**src/rtl/optmult.sv**
```systemverilog
// optmult: fully pipelined M_W x N_W integer multiplier, three register stages.
//   Stage 1: radix-4 Booth recoding of b and partial-product generation.
//   Stage 2: carry-save compression of the partial products into sum/carry rows.
//   Stage 3: final carry-propagate add into out.
// Parameters:
//   UNSIGNED  1 = unsigned operands/product, 0 = two's-complement signed
//   M_W       width of a (>=2)
//   N_W       width of b (>=2)
// Ports:
//   clk  rising-edge clock
//   rst  synchronous active-high reset, clears every pipeline register
//   a    multiplicand, M_W bits
//   b    multiplier, N_W bits
//   out  registered product a*b, M_W+N_W bits, valid 3 edges after sampling
module optmult #(
  parameter int unsigned UNSIGNED = 1,
  parameter int unsigned M_W      = 8,
  parameter int unsigned N_W      = 8
) (
  input  logic                 clk,
  input  logic                 rst,
  input  logic [M_W-1:0]       a,
  input  logic [N_W-1:0]       b,
  output logic [M_W+N_W-1:0]   out
);

  localparam int unsigned P  = M_W + N_W;
  // b is extended by one or two bits to an even width so that the top Booth
  // digit always sees the true sign (or a zero) of b in both modes.
  localparam int unsigned BW = ((N_W + 2) / 2) * 2;
  localparam int unsigned ND = BW / 2;
  localparam logic [P-1:0] ONE = P'(1);

  logic          fill_a;
  logic          fill_b;
  logic [P-1:0]  a_ext;
  logic [BW-1:0] b_ext;
  logic [BW:0]   b_pad;

  assign fill_a = (UNSIGNED == 0) ? a[M_W-1] : 1'b0;
  assign fill_b = (UNSIGNED == 0) ? b[N_W-1] : 1'b0;
  assign a_ext  = {{N_W{fill_a}}, a};
  assign b_ext  = {{(BW-N_W){fill_b}}, b};
  assign b_pad  = {b_ext, 1'b0};

  // Stage 1: Booth digits in {-2,-1,0,+1,+2}; every row is kept at full
  // product width, so negation and shifting are exact modulo 2^P.
  logic [P-1:0] pp_d [ND];
  logic [P-1:0] pp_q [ND];

  always_comb begin
    logic [2:0]   sel;
    logic [P-1:0] mag;
    logic         neg;
    logic [P-1:0] row;
    sel = '0;
    mag = '0;
    neg = 1'b0;
    row = '0;
    for (int unsigned i = 0; i < ND; i++) begin
      sel = b_pad[2*i +: 3];
      mag = '0;
      neg = 1'b0;
      case (sel)
        3'b001, 3'b010: mag = a_ext;
        3'b011:         mag = a_ext << 1;
        3'b100: begin
          mag = a_ext << 1;
          neg = 1'b1;
        end
        3'b101, 3'b110: begin
          mag = a_ext;
          neg = 1'b1;
        end
        default:        mag = '0;
      endcase
      row     = neg ? (~mag + ONE) : mag;
      pp_d[i] = row << (2*i);
    end
  end

  always_ff @(posedge clk) begin
    if (rst) begin
      for (int unsigned i = 0; i < ND; i++) pp_q[i] <= '0;
    end else begin
      for (int unsigned i = 0; i < ND; i++) pp_q[i] <= pp_d[i];
    end
  end

  // Stage 2: 3:2 carry-save array folding each row into the running
  // sum/carry pair; carries shifted out of the top bit are modulo 2^P.
  logic [P-1:0] sum_d;
  logic [P-1:0] carry_d;
  logic [P-1:0] sum_q;
  logic [P-1:0] carry_q;

  always_comb begin
    logic [P-1:0] s;
    logic [P-1:0] c;
    s = pp_q[0];
    c = pp_q[1];
    for (int unsigned i = 2; i < ND; i++) begin
      sum_d   = s ^ c ^ pp_q[i];
      carry_d = ((s & c) | (s & pp_q[i]) | (c & pp_q[i])) << 1;
      s       = sum_d;
      c       = carry_d;
    end
    sum_d   = s;
    carry_d = c;
  end

  always_ff @(posedge clk) begin
    if (rst) begin
      sum_q   <= '0;
      carry_q <= '0;
    end else begin
      sum_q   <= sum_d;
      carry_q <= carry_d;
    end
  end

  // Stage 3: carry-propagate add.
  always_ff @(posedge clk) begin
    if (rst) out <= '0;
    else     out <= sum_q + carry_q;
  end

endmodule

```
**config.mk**
```make
export PLATFORM = sky130hd
export DESIGN_NAME = optmult
export DESIGN_NICKNAME = d
export VERILOG_FILES = /design/src/rtl/optmult.sv
export SDC_FILE = /design/constraint.sdc
export NUM_CORES = 1
export LEC_CHECK = 0
export ABC_AREA = 1
export CORE_ASPECT_RATIO = 1.75
export CORE_UTILIZATION = 50
export DETAILED_ROUTE_END_ITERATION = 8
export GPL_ROUTABILITY_DRIVEN = 1
export HOLD_SLACK_MARGIN = 0.15
export PLACE_DENSITY = 0.75
export SLEW_MARGIN = 20
export SYNTH_ARGS = -nofsm -noshare
export SYNTH_HDL_FRONTEND = slang
export SYNTH_SLANG_ARGS = --single-unit
```
**constraint.sdc**
```tcl
create_clock -name clk -period 2.19 [get_ports clk]
set_clock_uncertainty 0.1 [all_clocks]
set_input_delay 0.5475 -clock clk [delete_from_list [all_inputs] [get_ports clk]]
set_output_delay 0.5475 -clock clk [all_outputs]
set_load 0.02 [all_outputs]
```
**After elaboration in Yosys (flattened, before gate mapping)**

Memories as Yosys holds them, arrays and structs flattened.
Index checks and enable logic that the tools add are counted.

- Register bits: 48
- Output and inout port bits: 16
- Input port bits: 18
- Memories kept: 1
- RAM bits: 80
- Logic and storage cells: 93

- Mux-type cells: 21
- Bitwise gates (word level): 30
- Reductions and logical operators: 11
- Equal/unequal tests: 21
- Add/sub/neg operators: 5

Memory list:

| name | words | width | read ports | clocked after memory_dff | wr ports | line | text |
|---|---|---|---|---|---|---|---|
| pp_q | 5 | 16 | 5 | 0 | 5 | 49 | `logic [P-1:0] pp_q [ND];` |

Operator list:

| kind | number |
|---|---|
| $and A15 B15 Y15 | 9 |
| $mux W16 | 6 |
| $xor A16 B16 Y16 | 6 |
| $or A15 B15 Y15 | 6 |
| $pmux W9 S2 | 4 |
| $eq A3 B3 Y1 const B | 9 |
| $eq A3 B2 Y1 const B | 6 |
| $add A16 B1 Y16 const B | 1 |
| $add A16 B16 Y16 | 1 |
| $not A16 Y16 | 1 |
| $add A14 B1 Y14 const B | 1 |
| $mux W14 | 1 |
| $not A9 Y14 | 1 |
| $add A12 B1 Y12 const B | 1 |
| $mux W12 | 1 |
| $not A9 Y12 | 1 |
| $reduce_or A4 Y1 | 3 |
| $add A10 B1 Y10 const B | 1 |
| $mux W10 | 1 |
| $not A9 Y10 | 1 |
| $reduce_or A2 Y1 | 5 |
| $eq A3 B1 Y1 const B | 3 |
| $reduce_or A3 Y1 | 3 |
| $mux W8 | 1 |
| other kinds (4) | 15 |

**Depth between registers and ports, before layout**

An unclocked memory read counts as a cell.

- Word-level depth: 10
- Mapped depth: 14
- Depth with buffers taken out: 14

**Least setup slack after synthesis**

Ideal clock, no wire load.

- Kind: flip-flop to flip-flop
- Start: memory pp_q[0][10] (netlist bit)
- End: register sum_q[10]
- Data arrival time: 1819 ps
- Path slack: 143 ps
- Cell stages (with the launch flop): 6
- Clock period less this slack: 2047 ps
- Path through: dfxtp_1 > fa_1 > fa_1 > fa_1 > inv_1 > nor2_1

RTL lines:

| what | line | text |
|---|---|---|
| start: declaration | 49 |  |
| end signal: assignment | 117 | `sum_q <= sum_d;` |
| end: declaration | 94 | `logic [P-1:0] sum_q;` |

==> impl_metrics.tcl <==
set metrics [dict create \
    synth_top_area_share 0.394 \
    power.density_mw_per_mm2 796 \
    rrSetupSlack_ps 50 \
    clk_latency_ps 350 \
    r2r_start "pp_q[0][10]" \
    yosysUniqueCellTypes 34 \
    total_power_uw 5340 \
    end_kind "flop" \
    synth_edf_count 0 \
    area_growth_pct 28.3 \
    die_y_um 137 \
    die_area_mm2 0.0109 \
    ys_seq_area_frac 0.394 \
    final_layout_size_suffix_gt1_frac 0.190 \
    firstDrtPassIters 5 \
    crit_end "sum_q[10]" \
    start_kind "flop" \
    slew_headroom 0.725 \
    antenna_cells 0 \
    hold_viol_final 0 \
    ant_nets 0 \
    hp-start "pp_q[0][1]" \
    placed_area_mm2 0.00632 \
    final_max_slew_viol_count 0 \
    clk_pin_slew_ps 70 \
    grt_pass1_wl_um 20900 \
    post-cts-setup-buffer-count 0 \
    drv_cap 0 \
    grt.total_usage 0.257 \
    rows 49 \
    cts_root_buffer "clkbuf_16" \
    cp_slowest_cell "fa_1" \
    crit_required_ps 2380 \
    crit_path_max_fanout 1 \
    r2r_cells 5 \
    tightest_slew_ps 409 \
    gp_congestion 0.937 \
    vias 4608 \
    cts_buffers 9 \
    async_flop_share 0 \
    drt_iter0_drc 197 \
    grt_pass1_vias 4574 \
    preCtsSetupSlack_ps -485 \
    cts_buffer_depth 2 \
    syn_area_per_cell_um2 7.92 \
    critPathArrivalTime_ps 2330 \
    dp_hpwl_um 10300 \
    max_freq_ghz 0.467 \
    path_cells "fa_1 -> fa_1 -> fa_1 -> inv_1 -> nor2_1" \
    fin_ws_ps 50.9 \
    final_cell_area_mm2 0.00671 \
    max-vdd-ir-drop_mv 0.593 \
    p_leak_uw 0.00328 \
    h-tree-depth 3 \
    syn_nets 733 \
    cpMostUsedCell "fa_1" \
    routed_wl_um 13000 \
    r2r_end "sum_q[10]" \
    min_path_type "flop to flop" \
    fin_util 0.655 \
    n_fill_cell 813 \
    start_util 0.511 \
    die_w_um 79.3 \
    yosysWarnings 0 \
    yosys-top-cells-area "dfxtp_1 (39%), fa_1 (11%), nor2_1 (9.3%), nand2_1 (6.7%), ha_1 (6.5%)" \
    status "finished clean" \
    synth_common_cells "nor2_1 (130), dfxtp_1 (103), nand2_1 (94)" \
    fin_crit_sh 0.977 \
    finalSetupViolations 0 \
    cts_tree "done" \
    syn_area_mm2 0.00523 \
    worstSetupPathType "flop to flop" \
    cpPeakStageDelay_ps 550 \
    clock-sinks 103 \
    grt_overflow 0 \
    yosysMostFrequentCell "nor2_1" \
    rsz0062_at_grt "yes" \
    post_drt_wl_per_cell_um 14.3 \
    io_buffers 33 \
    drc 0 \
    antenna_found_initial 0 \
    viasPerCell 5.07 \
    core_area_mm2 0.0102 \
    post-route-min-period_ps 2140 \
    nets 849 \
    grt_max_degree 43 \
    ys.flop_type "dfxtp_1" \
    critPathLaunch "pp_q[0][10]" \
    synth_cells 660 \
    ys_ff_latch 103 \
    yosysTopAreaCell "dfxtp_1" \
    num_io_pins 34 \
]
stage by stage:
stage | setup TNS (ps) | hold WS (ps) | std cells
after floorplan | 0 | 288 | 660
after global routing | -20.4 | 325 | 908
after CTS | -9.59 | 304 | 908
after global placement | -10610 | 290 | 892
after detailed placement | -12860 | 292 | 892
final | 0 | 304 | 908
cell usage in the layout (no fill, tap or decap), types with 3 or more instances in the layout:
cell type,synthesis,layout
inv_6,0,4
nand2_1,94,94
o21a_1,3,3
dlymetal6s2s_1,0,5
nor2_2,3,8
o21ai_1,3,4
clkbuf_16,0,9
inv_1,83,82
o21ai_2,4,4
nand2_2,9,9
buf_4,0,84
o22ai_2,3,3
a21oi_2,0,3
o21ai_0,20,18
nand3_2,2,4
dfxtp_1,103,102
nand3_1,50,48
inv_2,5,6
xnor2_1,5,5
nor2_1,130,125
ha_1,27,25
a21oi_1,49,46
o22ai_1,5,5
nor3_1,6,6
fa_1,28,28
clkdlybuf4s50_1,0,26
sequential cells by signal, summed over array words and instances, names as in the netlist:
register / flops
pp_q: 60
sum_q: 16
out: 16
carry_q: 11
worst min path at each step:
stage	endpoint	slack [ps]	depth (start not counted)
2_1_floorplan	out[0]	290	2
3_3_place_gp	out[4]	290	2
3_5_place_dp	out[4]	290	2
4_1_cts	sum_q[1]	300	2
5_1_grt	sum_q[0]	320	2
6_report	sum_q[1]	300	2
per-layer routing:
| layer | track usage | part of all wire | wire length (um) | up-vias |
|---|---|---|---|---|
| li1 | - | - | - | 2325 |
| met1 | 0.240 | 0.35 | 4570 | 2121 |
| met2 | 0.501 | 0.56 | 7310 | 120 |
| met3 | 0.0411 | 0.032 | 416 | 42 |
| met4 | 0.164 | 0.054 | 709 | 0 |
| met5 | 0 | 0 | 0 | - |
kinds of logic after synthesis:
group	Yosys count	synth area share
xor gates and xnor gates	7	0.0117
DFF	103	0.394
AOI/OAI and AO/OA	89	0.0962
adders and majority gates	55	0.172
buffers and inverters	102	0.0756
and+or+nand+nor	304	0.250
layout make-up:
cell class	instances	area, um^2	area share
Sequential cell	103	2060	0.308
Timing Repair Buffer	119	1010	0.151
Inverter	88	330	0.0492
Clock buffer	9	225	0.0336
Clock inverter	7	90.1	0.0134
Multi-Input combinational cell	455	2830	0.422
Tap cell	127	159	0.0237
what timing repair did:
item,4_1_cts,5_1_grt
hold buffers,0,0
setup endpoints to repair,11,33
pin swaps,4,12
gates resized for setup,7,18
report_power, final:
group / internal [uW] / total (uW) / switching (uW)
Sequential: 2100 / 2190 / 93.2
Clock: 914 / 1660 / 745
Combinational: 656 / 1490 / 834
worst max-delay path: cells and delay by family, from the launching register on:
family / cells / cell delay, ps
fa+ha+maj: 3 / 1510
flops: 1 / 320
simple gates: 1 / 100
buf+inv: 1 / 50
Power figures use the tool's default switching activity.
